<file path="config.mk">
export PLATFORM = sky130hd
export DESIGN_NAME = fifo_uart_tx_flat
export DESIGN_NICKNAME = d
export VERILOG_FILES = /design/src/rtl/fifo_uart_tx_if.sv /design/src/rtl/fifo_uart_tx.sv /design/src/flat_wrapper.sv
export SDC_FILE = /design/constraint.sdc
export NUM_CORES = 1
export LEC_CHECK = 0
export BUFFER_PORTS_ARGS = -buffer_cell sky130_fd_sc_hd__buf_2
export CORE_MARGIN = 2
export CORE_UTILIZATION = 60
export CTS_CLUSTER_DIAMETER = 120
export DETAILED_ROUTE_END_ITERATION = 10
export GPL_TIMING_DRIVEN = 0
export HOLD_SLACK_MARGIN = 0.03
export PLACE_DENSITY = 0.92
export SYNTH_ARGS = -nofsm -noshare
export SYNTH_HDL_FRONTEND = slang
export SYNTH_SLANG_ARGS = --single-unit
</file>
<file path="constraint.sdc">
create_clock -name clk -period 6.5 [get_ports clk]
set_input_delay 1.3 -clock clk [delete_from_list [all_inputs] [get_ports clk]]
set_output_delay 1.3 -clock clk [all_outputs]
set_load 0.02 [all_outputs]
</file>
<file path="src/rtl/fifo_uart_tx_if.sv">
// Handshake bundle between the SBUF FIFO read port, the UART transmitter and the serial pin.
// The master modport is the transmitter; the slave modport is the FIFO/pin side.
interface fifo_uart_tx_if #(
  parameter int DATA_WIDTH = 8
);
  logic                  tx_en;
  logic                  fifo_empty;
  logic                  fifo_r_en;
  logic [DATA_WIDTH-1:0] fifo_r_data;
  logic                  txd;
  logic                  busy;
  logic                  tx_done;

  modport master (
    input  tx_en, fifo_empty, fifo_r_data,
    output fifo_r_en, txd, busy, tx_done
  );

  modport slave (
    output tx_en, fifo_empty, fifo_r_data,
    input  fifo_r_en, txd, busy, tx_done
  );
endinterface

</file>
<file path="src/rtl/fifo_uart_tx.sv">
// UART transmitter draining the SBUF FIFO: start bit 2 cycles after the pop, (2+DATA_WIDTH)*BAUD_DIV cycles per frame,
// new frames only while tx_en=1 and the FIFO is non-empty. Define FIFO_UART_TX_PARITY_EN to append an even-parity bit.
module fifo_uart_tx #(
  parameter int DATA_WIDTH = 8,
  parameter int BAUD_DIV   = 104,
  parameter int DIV_WIDTH  = 16
) (
  input  logic           clk,
  input  logic           rst,
  fifo_uart_tx_if.master bus
);
  localparam int                   BIT_W     = (DATA_WIDTH > 1) ? $clog2(DATA_WIDTH) : 1;
  localparam logic [DIV_WIDTH-1:0] BAUD_LAST = DIV_WIDTH'(BAUD_DIV - 1);
  localparam logic [BIT_W-1:0]     BIT_LAST  = BIT_W'(DATA_WIDTH - 1);

  typedef enum logic [2:0] {
    IDLE   = 3'd0,
    FETCH  = 3'd1,
    LOAD   = 3'd2,
    START  = 3'd3,
    DATA   = 3'd4,
`ifdef FIFO_UART_TX_PARITY_EN
    PARITY = 3'd5,
`endif
    STOP   = 3'd6
  } state_t;

  state_t                 state_q, state_d;
  logic [DIV_WIDTH-1:0]   baud_q, baud_d;
  logic [BIT_W-1:0]       bit_q, bit_d;
  logic [DATA_WIDTH-1:0]  shift_q, shift_d;
  logic                   txd_q, txd_d;
`ifdef FIFO_UART_TX_PARITY_EN
  logic                   par_q, par_d;
`endif

  logic                   baud_last;
  logic [DIV_WIDTH-1:0]   baud_inc;

  assign baud_last = (baud_q == BAUD_LAST);
  assign baud_inc  = baud_last ? '0 : baud_q + DIV_WIDTH'(1);

  always_comb begin
    state_d = state_q;
    baud_d  = baud_q;
    bit_d   = bit_q;
    shift_d = shift_q;
`ifdef FIFO_UART_TX_PARITY_EN
    par_d   = par_q;
`endif
    case (state_q)
      IDLE: begin
        if (bus.tx_en && !bus.fifo_empty) begin
          state_d = FETCH;
        end
      end
      FETCH: begin
        state_d = LOAD;
      end
      LOAD: begin
        shift_d = bus.fifo_r_data;
        baud_d  = '0;
`ifdef FIFO_UART_TX_PARITY_EN
        par_d   = ^bus.fifo_r_data;
`endif
        state_d = START;
      end
      START: begin
        baud_d = baud_inc;
        if (baud_last) begin
          bit_d   = '0;
          state_d = DATA;
        end
      end
      DATA: begin
        baud_d = baud_inc;
        if (baud_last) begin
          shift_d = shift_q >> 1;
          bit_d   = bit_q + BIT_W'(1);
          if (bit_q == BIT_LAST) begin
`ifdef FIFO_UART_TX_PARITY_EN
            state_d = PARITY;
`else
            state_d = STOP;
`endif
          end
        end
      end
`ifdef FIFO_UART_TX_PARITY_EN
      PARITY: begin
        baud_d = baud_inc;
        if (baud_last) begin
          state_d = STOP;
        end
      end
`endif
      STOP: begin
        baud_d = baud_inc;
        if (baud_last) begin
          state_d = IDLE;
        end
      end
      default: begin
        state_d = IDLE;
      end
    endcase
  end

  // txd is registered from the next-state view so the pin changes together with the state.
  always_comb begin
    txd_d = 1'b1;
    case (state_d)
      START:   txd_d = 1'b0;
      DATA:    txd_d = shift_d[0];
`ifdef FIFO_UART_TX_PARITY_EN
      PARITY:  txd_d = par_d;
`endif
      default: txd_d = 1'b1;
    endcase
  end

  always_ff @(posedge clk or posedge rst) begin
    if (rst) begin
      state_q <= IDLE;
      baud_q  <= '0;
      bit_q   <= '0;
      shift_q <= '0;
      txd_q   <= 1'b1;
`ifdef FIFO_UART_TX_PARITY_EN
      par_q   <= 1'b0;
`endif
    end else begin
      state_q <= state_d;
      baud_q  <= baud_d;
      bit_q   <= bit_d;
      shift_q <= shift_d;
      txd_q   <= txd_d;
`ifdef FIFO_UART_TX_PARITY_EN
      par_q   <= par_d;
`endif
    end
  end

  assign bus.fifo_r_en = (state_q == FETCH);
  assign bus.busy      = (state_q != IDLE);
  assign bus.tx_done   = (state_q == STOP) && baud_last;
  assign bus.txd       = txd_q;

endmodule

</file>
<file path="src/flat_wrapper.sv">
// flat-port wrapper written by rule: the top's interface ports become plain ports
module fifo_uart_tx_flat 
#(
  parameter int DATA_WIDTH = 8,
  parameter int BAUD_DIV   = 104,
  parameter int DIV_WIDTH  = 16
)
  (clk, rst, bus_tx_en, bus_fifo_empty, bus_fifo_r_data, bus_fifo_r_en, bus_txd, bus_busy, bus_tx_done);
  fifo_uart_tx_if #(.DATA_WIDTH(DATA_WIDTH)) bus_i ();
  input  logic clk;
  input  logic rst;
  input wire logic [$bits(bus_i.tx_en)-1:0] bus_tx_en;
  input wire logic [$bits(bus_i.fifo_empty)-1:0] bus_fifo_empty;
  input wire logic [$bits(bus_i.fifo_r_data)-1:0] bus_fifo_r_data;
  output wire logic [$bits(bus_i.fifo_r_en)-1:0] bus_fifo_r_en;
  output wire logic [$bits(bus_i.txd)-1:0] bus_txd;
  output wire logic [$bits(bus_i.busy)-1:0] bus_busy;
  output wire logic [$bits(bus_i.tx_done)-1:0] bus_tx_done;
  assign bus_i.tx_en = bus_tx_en;
  assign bus_i.fifo_empty = bus_fifo_empty;
  assign bus_i.fifo_r_data = bus_fifo_r_data;
  assign bus_fifo_r_en = bus_i.fifo_r_en;
  assign bus_txd = bus_i.txd;
  assign bus_busy = bus_i.busy;
  assign bus_tx_done = bus_i.tx_done;
  fifo_uart_tx #(.DATA_WIDTH(DATA_WIDTH), .BAUD_DIV(BAUD_DIV), .DIV_WIDTH(DIV_WIDTH)) u_core (.clk(clk), .rst(rst), .bus(bus_i));
endmodule
</file>
==> flow_summary_export.csv, run 1 <==
group,metric,value,unit
synthesis,synthTopCellsByArea,"dfrtp_1 (44%), xor2_1 (6.2%), nor2_1 (4.2%)",
worst_setup_path,cp-endpoint,"bus_tx_done",
route,vias_per_cell,6.01,
worst_setup_path,r2r_slack,4.27,ns
synthesis,synth_top_area_share,44.1,%
clocking,post_cts_buffers,0,
route,route.detailed.drc,0,
worst_setup_path,startpoint_type,"flop",
clocking,cts.sinks,31,
layout,layout.nets,205,
route,first_pass_iters,4,
timing,hold_viol,0,
worst_setup_path,crit_type,"flop to output pin",
timing,finalSetupViolCount,0,
placed_design,place_area,1820,um2
timing,min_period,3.52,ns
route,vias,1335,
grt,grt_start_max_net_pins,32,
pwr,p_per_area,302,nW/um2
placed_design,place_ws,3.36,ns
timing,drv_slew,0,
placed_design,io_buffer_count,15,
worst_setup_path,worstPathArrival,2.22,ns
worst_hold_path,hp-class,"flop to flop",
worst_setup_path,required,5.20,ns
floorplanning,core,2730,um2
synthesis,ys_types,47,
worst_setup_path,r2r-start,"u_core.baud_q[4]$_DFFE_PP0P_",
timing,grt_setup_unrepaired,"false",
grt,track_usage,23.1,%
clocking,cts_buffers,5,
grt,grt_pass1_wl,5710,um
grt,grt_pass1_vias,1291,
floorplanning,io_pins,16,
timing,relSlewSlack,22.9,%
synthesis,synth_edf_count,0,
clocking,htree_levels,2,
synthesis,yosysWarnings,0,
timing,finalSetupTns,0,ns
layout,drive_gt1_share,22.0,%
timing,finalCritPeriodShare,54.2,%
synthesis,yosys.area.top_type,"dfrtp_1",
floorplanning,start_util,62.2,%
layout,diodes,0,
clocking,cts-root-buf,"clkbuf_4",
clocking,ctsLongestPathBuffers,2,
route,drtIter0Drc,60,
worst_setup_path,endpoint_kind,"output pin",
synthesis,synthFlopType,"dfrtp_1",
timing,worst_clock_skew,0.00645,ns
synthesis,syn_area_per_cell,10.1,um2
clocking,cts.hold.buffers_added,0,
clocking,clkLatencyLatePin,0.33,ns
worst_setup_path,r2r_cells,6,
layout,instances_no_fill,222,
floorplanning,dieArea,3280,um2
timing,worstMarginPinSlew,1.16,ns
clocking,cts_tree,"built",
synthesis,async_flop_share,100,%
floorplanning,die_height,57.3,um
clocking,post_cts_resized,0,
floorplanning,die_width,57.3,um
synthesis,synthesis.nets,183,
floorplanning,rows,19,
synthesis,synth_seq_area_share,45.7,%
route,wl_per_cell,15.7,um
clocking,cts.reportedPaths.clkPinSlew,0.10,ns
worst_setup_path,cp-startpoint,"u_core.baud_q[4]$_DFFE_PP0P_",
layout,stdcell_area,1880,um2
pwr,vdd_drop_max,0.236,mV
synthesis,syn-instance-count,168,
placed_design,dp.cells,214,
route,wirelength,3480,um
placed_design,gp_congestion,0.790,
synthesis,netlist_area,1700,um2
timing,timing.fmax,0.284,GHz
grt,antenna_found_initial,0,
synthesis,ys_ff_latch,31,
job,drv_cap,0,
layout,syn2layout_area_growth,10.7,%
pwr,power.leakage,0.878,nW
worst_setup_path,reg2reg_to,"u_core.baud_q[8]$_DFFE_PP0P_",
pwr,power.total,0.569,mW
run_status,status,"finished clean",
timing,setup_slack,2.98,ns
worst_setup_path,critPathMaxFanout,7,
placed_design,place_hpwl,2460,um
grt,overflow,0,
route,drtAntennaViolNets,0,
-- cells in the mapped netlist, types with 2 or more instances --
master and n:
nor3b_1 2, inv_1 2, or4_1 2, nor4_4 2
nand3_1 8, nand2b_1 2, o21ai_0 2, dfrtp_1 30
o22ai_1 2, o21ai_2 2, nand2_1 11, a21oi_1 10
or3_1 2, nor2b_1 3, nor2_1 19, a31oi_1 2
a21o_1 6, ha_1 3, and3_1 4, clkbuf_1 5
xor2_1 12, a22o_1 6, buf_6 3, nand4_1 5
-- stage by stage --
stage	utilization [%]	hold WS, ns
3_3_place_gp	66.4	0.459
5_1_grt	68.9	0.511
2_1_floorplan	-	0.450
6_report	68.9	0.496
3_5_place_dp	66.4	0.476
4_1_cts	68.9	0.498
-- how the worst min path moves through the flow --
| stage | startpoint | to | depth (start not counted) |
|---|---|---|---|
| 2_1_floorplan | u_core.shift_q[2]$_DFFE_PP0P_ | u_core.shift_q[2]$_DFFE_PP0P_ | 1 |
| 5_1_grt | u_core.shift_q[2]$_DFFE_PP0P_ | u_core.shift_q[2]$_DFFE_PP0P_ | 1 |
| 3_3_place_gp | u_core.shift_q[4]$_DFFE_PP0P_ | u_core.shift_q[4]$_DFFE_PP0P_ | 1 |
| 6_report | u_core.shift_q[2]$_DFFE_PP0P_ | u_core.shift_q[2]$_DFFE_PP0P_ | 1 |
| 4_1_cts | u_core.shift_q[1]$_DFFE_PP0P_ | u_core.shift_q[1]$_DFFE_PP0P_ | 1 |
| 3_5_place_dp | u_core.shift_q[4]$_DFFE_PP0P_ | u_core.shift_q[4]$_DFFE_PP0P_ | 1 |
-- metal layers --
layer | track usage, % | up-vias | wire (um)
met2 | 39.9 | 32 | 1740
met1 | 27.1 | 646 | 1500
met3 | 6.12 | 8 | 151
li1 | - | 649 | -
met4 | 9.63 | 0 | 83
met5 | 0 | - | 0
-- critical path: stages, from the launching register on --
cell and delay [ns]:
dfrtp_1 0.45, or4_4 0.60, nor4_4 0.48, and3_1 0.21
buf_2 0.16
-- flip-flops by register name (all words and copies together) (netlist names) --
register / count
u_core.bit_q: 3
u_core.state_q: 3
u_core.bus.txd: 1
u_core.baud_q: 16
u_core.shift_q: 8
-- logic make-up after synthesis --
kind of cell | share of synthesized area, %
AO/OA/AOI/OAI | 14.3
multiplexers | 1.25
XOR/XNOR | 6.69
buffers and inverters | 4.26
flip-flops | 45.7
AND/OR/NAND/NOR | 25.1
adder cells (fa/ha/maj) | 2.79
-- placed cells by master, fill, tap and decap left out, types with 2 or more instances in the layout --
| master | netlist | layout |
|---|---|---|
| nand3_1 | 8 | 8 |
| nand2_1 | 11 | 11 |
| a31oi_1 | 2 | 2 |
| o22ai_1 | 2 | 2 |
| buf_6 | 3 | 3 |
| buf_2 | 1 | 16 |
| clkbuf_4 | 0 | 5 |
| nor3b_1 | 2 | 2 |
| dfrtp_1 | 30 | 30 |
| nand2b_1 | 2 | 2 |
| a22o_1 | 6 | 6 |
| nor2_1 | 19 | 19 |
| ha_1 | 3 | 3 |
| o21ai_0 | 2 | 2 |
| nor2b_1 | 3 | 3 |
| nand4_1 | 5 | 5 |
| or3_1 | 2 | 2 |
| a21oi_1 | 10 | 10 |
| clkbuf_8 | 0 | 2 |
| or4_1 | 2 | 2 |
| nor4_4 | 2 | 2 |
| inv_1 | 2 | 2 |
| o21ai_2 | 2 | 2 |
| and3_1 | 4 | 4 |
| clkbuf_1 | 5 | 6 |
| a21o_1 | 6 | 6 |
| xor2_1 | 12 | 12 |
-- where the power goes --
group | switching (mW) | leakage [nW] | internal (mW)
clock | 0.0651 | 0.0386 | 0.0636
combinational | 0.0834 | 0.447 | 0.0720
sequential | 0.0427 | 0.393 | 0.242
total | 0.191 | 0.878 | 0.378
-- layout make-up --
class	count	area, um2
buffer	10	65.1
clock buffer	8	68.8
fill	217	850
inverter	2	7.51
multi-input combinational	125	852
sequential	31	777
tap	31	38.8
timing repair buffer	15	75.1
Power figures use the tool's default switching activity.
==> inputs of run 2 (changes only) <==
--- a/config.mk
+++ b/config.mk
@@ -5,14 +5,15 @@
 export SDC_FILE = /design/constraint.sdc
 export NUM_CORES = 1
 export LEC_CHECK = 0
+export ABC_AREA = 1
 export BUFFER_PORTS_ARGS = -buffer_cell sky130_fd_sc_hd__buf_2
 export CORE_MARGIN = 2
-export CORE_UTILIZATION = 60
+export CORE_UTILIZATION = 52
 export CTS_CLUSTER_DIAMETER = 120
 export DETAILED_ROUTE_END_ITERATION = 10
 export GPL_TIMING_DRIVEN = 0
 export HOLD_SLACK_MARGIN = 0.03
-export PLACE_DENSITY = 0.92
+export PLACE_DENSITY = 0.85
 export SYNTH_ARGS = -nofsm -noshare
 export SYNTH_HDL_FRONTEND = slang
 export SYNTH_SLANG_ARGS = --single-unit
==> constraint.sdc (replaced) <==
create_clock -name clk -period 3 [get_ports clk]
set_input_delay 0.6 -clock clk [delete_from_list [all_inputs] [get_ports clk]]
set_output_delay 0.6 -clock clk [all_outputs]
set_load 0.02 [all_outputs]
==> flow_summary_export.csv, run 2 <==
group,metric,value,unit
grt,grt_start_max_net_pins,32,
layout,syn2layout_area_growth,10.4,%
worst_setup_path,path_common_cell,"nand2_2",
clocking,cts_tree,"built",
clocking,cts_buffers,5,
timing,hold_slack,0.464,ns
timing,grt_setup_unrepaired,"false",
route,vias_per_cell,5.07,
worst_setup_path,path_depth,8,
route,drtAntennaViolNets,0,
floorplanning,die_width,61.4,um
clocking,ctsLongestPathBuffers,2,
layout,layout.nets,254,
timing,finalSetupTns,0,ns
worst_setup_path,crit_type,"flop to output pin",
synthesis,async_flop_share,100,%
placed_design,io_buffer_count,15,
route,vias,1441,
route,first_pass_iters,7,
floorplanning,rows,20,
worst_hold_path,hold_start,"bus_fifo_r_data[6]",
worst_setup_path,startpoint_type,"flop",
worst_setup_path,critPathMaxFanout,8,
synthesis,syn-instance-count,217,
synthesis,ys_types,29,
placed_design,gp_congestion,0.830,
clocking,post_cts_buffers,0,
floorplanning,io_pins,16,
pwr,power.internal,0.524,mW
worst_setup_path,crit_path_top_delay_cell,"dfrtp_1",
synthesis,syn_area_per_cell,7.90,um2
timing,finalCritPeriodShare,80.5,%
synthesis,yosysMostFrequentCell,"nand2_1",
grt,grt_pass1_vias,1320,
synthesis,synth_edf_count,0,
layout,diodes,0,
layout,stdcell_area,1890,um2
synthesis,synthTopCellsByArea,"dfrtp_1 (44%), nand2_1 (12%), nor2_1 (5.7%)",
worst_hold_path,holdPathEnd,"u_core.shift_q[6]$_DFFE_PP0P_",
clocking,htree_levels,2,
run_status,status,"finished clean",
synthesis,yosysWarnings,0,
timing,min_period,2.41,ns
layout,fin_util,61.0,%
synthesis,netlist_area,1710,um2
grt,overflow,0,
pwr,switchingPower,0.153,mW
placed_design,place_area,1840,um2
worst_setup_path,worstPathArrival,1.81,ns
synthesis,synthFlopType,"dfrtp_1",
clocking,cts.reportedPaths.clkPinSlew,0.09,ns
worst_setup_path,endpoint_kind,"output pin",
synthesis,synthesis.nets,232,
floorplanning,dieArea,3770,um2
layout,drive_gt1_share,18.8,%
layout,fillers,292,
job,drv_cap,0,
timing,timing.fmax,0.414,GHz
layout,largest_register,"u_core.baud_q",
synthesis,yosys.area.top_type,"dfrtp_1",
grt,grt_pass1_wl,5640,um
synthesis,synth_top_area_share,43.8,%
floorplanning,start_util,55.2,%
pwr,power.leakage,0.967,nW
clocking,cts-root-buf,"clkbuf_4",
timing,finalSetupViolCount,0,
clocking,clkLatencyLatePin,0.33,ns
floorplanning,die_height,61.4,um
timing,hold_viol,0,
synthesis,synthTopCellsByCount,"nand2_1 (54), dfrtp_1 (30), nor2_1 (26), inv_1 (23), nand3_1 (19)",
worst_setup_path,cp_slowest_stage_delay,0.40,ns
route,wl_per_cell,11.4,um
route,wirelength,3230,um
synthesis,synth_seq_area_share,45.3,%
worst_setup_path,crit_family,"simple AND/OR/NAND/NOR gates",
worst_setup_path,r2r-start,"u_core.baud_q[0]$_DFFE_PP0P_",
pwr,switching_share,22.5,%
route,route.detailed.drc,0,
timing,worstMarginPinSlew,1.15,ns
worst_setup_path,reg2reg_to,"u_core.baud_q[6]$_DFFE_PP0P_",
clocking,cts.sinks,31,
grt,track_usage,20.7,%
layout,final_common_cell,"nand2_1",
worst_setup_path,required,2.40,ns
layout,largest_reg_flops,16,
placed_design,place_hpwl,2430,um
pwr,p_per_area,358,nW/um2
pwr,pwr-share-clk,34.0,%
clocking,post_cts_resized,0,
floorplanning,core,3100,um2
layout,final_cell_mix,"nand2_1 (54), dfrtp_1 (30), nor2_1 (26), inv_1 (23), nand3_1 (19)",
worst_setup_path,r2r_slack,1.28,ns
pwr,vdd_drop_max,0.240,mV
worst_setup_path,crit_buf_inv,2,
timing,worst_clock_skew,0.00951,ns
clocking,cts.hold.buffers_added,0,
timing,relSlewSlack,23.6,%
pwr,pwr-share-comb,3.2,%
pwr,seqPwrFrac,62.8,%
synthesis,ys_ff_latch,31,
worst_setup_path,r2r_cells,10,
grt,antenna_found_initial,0,
layout,top_regs,"u_core.baud_q x16, u_core.shift_q x8",
route,drtIter0Drc,105,
worst_hold_path,hold_depth,3,
worst_hold_path,hp-class,"primary input to flop",
worst_setup_path,crit_path_cell_trace,"ha_1 > nand2_2 > inv_2 > nand2_2 > nor2_4 > nand2_4 > nor3_1 > buf_2",
timing,drv_slew,0,
-- run 2: cell families after synthesis --
family	Yosys count	synth area share, %
buffers and inverters	30	7.30
adder cells (fa/ha/maj)	3	2.19
XOR/XNOR	5	2.55
AND/OR/NAND/NOR	121	33.1
flip-flops	31	45.3
AO/OA/AOI/OAI	27	9.49
-- run 2: layout make-up --
type                       count  area, um2  area share, %
clock buffer                   8       48.8           2.58
tap                           44       55.1           2.91
timing repair buffer          15       75.1           3.97
buffer                         1       11.3          0.595
sequential                    31        777           41.0
multi-input combinational    156        812           42.9
inverter                      29        114           6.01
-- run 2: power groups by stage --
stage / sequential [mW] / clock, mW / combinational [mW]
global route: 0.426 / 0.262 / 0.0254
detailed placement: 0.434 / 0 / 0.0225
floorplan: 0.433 / 0 / 0.0122
CTS: 0.425 / 0.237 / 0.0226
global placement: 0.433 / 0 / 0.0219
finish: 0.425 / 0.230 / 0.0216
-- run 2: stage by stage --
stage          power (mW)  instances  worst slack [ns]
4_1_cts             0.685        284             0.581
6_report            0.677        284             0.585
3_5_place_dp        0.456        276             0.960
5_1_grt             0.713        284             0.407
2_1_floorplan       0.445        217             0.930
3_3_place_gp        0.455        276             0.970
-- run 2: worst reg2reg max path, cell delays in order, from the launching register on --
cell and delay, ns:
dfrtp_1 0.40, ha_1 0.20, nand2_2 0.09, inv_2 0.07, nand2_2 0.06, nor2_4 0.18
nand2_4 0.12, nand2_1 0.12, nand2_2 0.12, o21ai_1 0.14, a21oi_1 0.10
-- run 2: worst max path at each step --
stage,startpoint,end,slack [ns]
2_1_floorplan,u_core.baud_q[0]$_DFFE_PP0P_,bus_tx_done,0.93
6_report,u_core.baud_q[0]$_DFFE_PP0P_,bus_tx_done,0.59
4_1_cts,u_core.baud_q[0]$_DFFE_PP0P_,bus_tx_done,0.58
3_5_place_dp,u_core.baud_q[0]$_DFFE_PP0P_,bus_tx_done,0.96
5_1_grt,u_core.baud_q[0]$_DFFE_PP0P_,bus_tx_done,0.41
3_3_place_gp,u_core.baud_q[0]$_DFFE_PP0P_,bus_tx_done,0.97
-- run 2: metal layers --
metal  vias up  GRT usage [%]  routed length [um]
li1        739              -                   -
met1       666           27.3                1570
met2        31           32.5                1470
met3         5           6.93                 134
met4         0           6.69                  53
met5         -              0                   0
==> inputs of run 3 (changes only) <==
--- a/config.mk
+++ b/config.mk
@@ -5,7 +5,7 @@
 export SDC_FILE = /design/constraint.sdc
 export NUM_CORES = 1
 export LEC_CHECK = 0
-export ABC_AREA = 1
+export ABC_AREA = 0
 export BUFFER_PORTS_ARGS = -buffer_cell sky130_fd_sc_hd__buf_2
 export CORE_MARGIN = 2
 export CORE_UTILIZATION = 52
==> constraint.sdc (replaced) <==
create_clock -name clk -period 2 [get_ports clk]
set_input_delay 0.4 -clock clk [delete_from_list [all_inputs] [get_ports clk]]
set_output_delay 0.4 -clock clk [all_outputs]
set_load 0.02 [all_outputs]
==> flow_summary_export.csv, run 3 (synthesized netlist as in run 1, its figures left out) <==
group,metric,value,unit
route,drtIter0Drc,89,
clocking,htree_levels,2,
placed_design,gp_congestion,0.770,
layout,top_regs,"u_core.baud_q x16, u_core.shift_q x8",
layout,drive_gt1_share,31.2,%
timing,drv_slew,0,
pwr,power.leakage,0.976,nW
worst_setup_path,startpoint_type,"flop",
grt,grt_pass1_vias,1447,
placed_design,place_ws,-0.250,ns
clocking,cts.hold.buffers_added,0,
layout,syn2layout_area_growth,21.0,%
pwr,power.total,1.89,mW
timing,setup_slack,-0.366,ns
floorplanning,die_width,61.2,um
placed_design,io_buffer_count,15,
route,first_pass_iters,4,
grt,overflow,0,
pwr,p_per_area,918,nW/um2
route,route.detailed.drc,0,
worst_setup_path,required,1.60,ns
clocking,cts_tree,"built",
job,drv_cap,0,
clocking,cts.sinks,31,
worst_setup_path,worstPathArrival,1.97,ns
timing,min_period,2.37,ns
layout,largest_reg_flops,16,
grt,grt_start_max_net_pins,32,
timing,relSlewSlack,23.9,%
pwr,vdd_drop_max,0.461,mV
worst_setup_path,endpoint_kind,"output pin",
clocking,cts.reportedPaths.clkPinSlew,0.09,ns
layout,final_cell_mix,"dfrtp_1 (29), nor2_1 (19), buf_2 (16), xor2_1 (12)",
grt,grt_pass1_wl,6160,um
timing,timing.fmax,0.423,GHz
route,vias_per_cell,5.80,
route,wirelength,3960,um
run_status,status,"finished with violations",
run_status,failed_checks,"setup timing",
grt,antenna_found_initial,0,
worst_setup_path,critPathMaxFanout,2,
clocking,cts_buffers,5,
timing,hold_viol,0,
layout,final_common_cell,"dfrtp_1",
layout,diodes,0,
timing,grt_setup_unrepaired,"true",
floorplanning,rows,20,
floorplanning,start_util,55.3,%
layout,layout.nets,219,
floorplanning,io_pins,16,
floorplanning,core,3080,um2
worst_hold_path,hp-class,"primary input to flop",
grt,track_usage,23.2,%
placed_design,place_hpwl,2460,um
route,wl_per_cell,15.9,um
clocking,ctsLongestPathBuffers,2,
layout,largest_register,"u_core.baud_q",
timing,finalCritPeriodShare,118,%
timing,worst_clock_skew,0.00967,ns
worst_setup_path,crit_type,"flop to output pin",
floorplanning,dieArea,3750,um2
layout,fin_util,66.9,%
route,drtAntennaViolNets,0,
timing,worstMarginPinSlew,1.14,ns
route,vias,1443,
clocking,clkLatencyLatePin,0.33,ns
timing,finalSetupViolCount,29,
floorplanning,die_height,61.2,um
clocking,cts-root-buf,"clkbuf_4",
==> run 3: final cells by class <==
cell class | count | area [um2]
sequential | 31 | 778
timing repair buffer | 31 | 224
tap | 44 | 55.1
multi-input combinational | 126 | 890
buffer | 7 | 55.1
clock inverter | 1 | 5.00
fill | 252 | 1020
clock buffer | 7 | 45.0
inverter | 2 | 7.51
==> run 3: metrics by stage <==
step / hold slack, ns / setup TNS (ns) / area, um2 / std cells
finish: 0.290 / -8.07 / 2060 / 249
CTS: 0.273 / -4.01 / 2000 / 244
floorplan: 0.450 / -0.115 / 1710 / 168
global route: 0.293 / -10.39 / 2060 / 249
detailed placement: 0.471 / -2.77 / 1840 / 227
global placement: 0.464 / -1.96 / 1840 / 227
==> run 3: routing by layer <==
metal / vias to the layer above / global-route usage, % / wire length, um
met5: - / 0 / 0
met3: 14 / 6.51 / 231
met1: 704 / 25.5 / 1580
met2: 49 / 41.6 / 2040
li1: 676 / - / -
met4: 0 / 9.63 / 101
==> run 3: final timing paths <==
check | startpoint | endpoint | slack [ns] | cells past startpoint
setup / recovery | u_core.baud_q[10]$_DFFE_PP0P_ | bus_tx_done | -0.37 | 4
hold / removal | bus_fifo_r_data[7] | u_core.shift_q[7]$_DFFE_PP0P_ | 0.29 | 3
setup reg to reg | u_core.baud_q[10]$_DFFE_PP0P_ | u_core.baud_q[6]$_DFFE_PP0P_ | -0.34 | 9
hold reg to reg | u_core.shift_q[4]$_DFFE_PP0P_ | u_core.shift_q[4]$_DFFE_PP0P_ | 0.49 | 1
max in group asynchronous | rst | u_core.state_q[1]$_DFF_PP0_ | 0.89 | 2
min in group asynchronous | rst | u_core.baud_q[6]$_DFFE_PP0P_ | 0.35 | 2
==> run 3: what timing repair did <==
item	CTS	global route
setup buffers	9	6
hold endpoints to repair	0	0
gates cloned	2	0
pin swaps	10	9
setup endpoints to repair	25	33
gates resized for setup	10	11
==> run 3: worst max-delay path: stages (launching register included) <==
cell	delay, ns
dfrtp_1	0.40
or4_4	0.56
nor4_4	0.34
and3_4	0.22
buf_6	0.11
==> run 3: power by group <==
group          internal [mW]  total [mW]  leakage, nW  switching (mW)
sequential             0.787       0.930        0.392           0.143
combinational          0.317       0.620        0.555           0.304
clock                  0.137       0.341       0.0293           0.204
total                   1.24        1.89        0.976           0.651
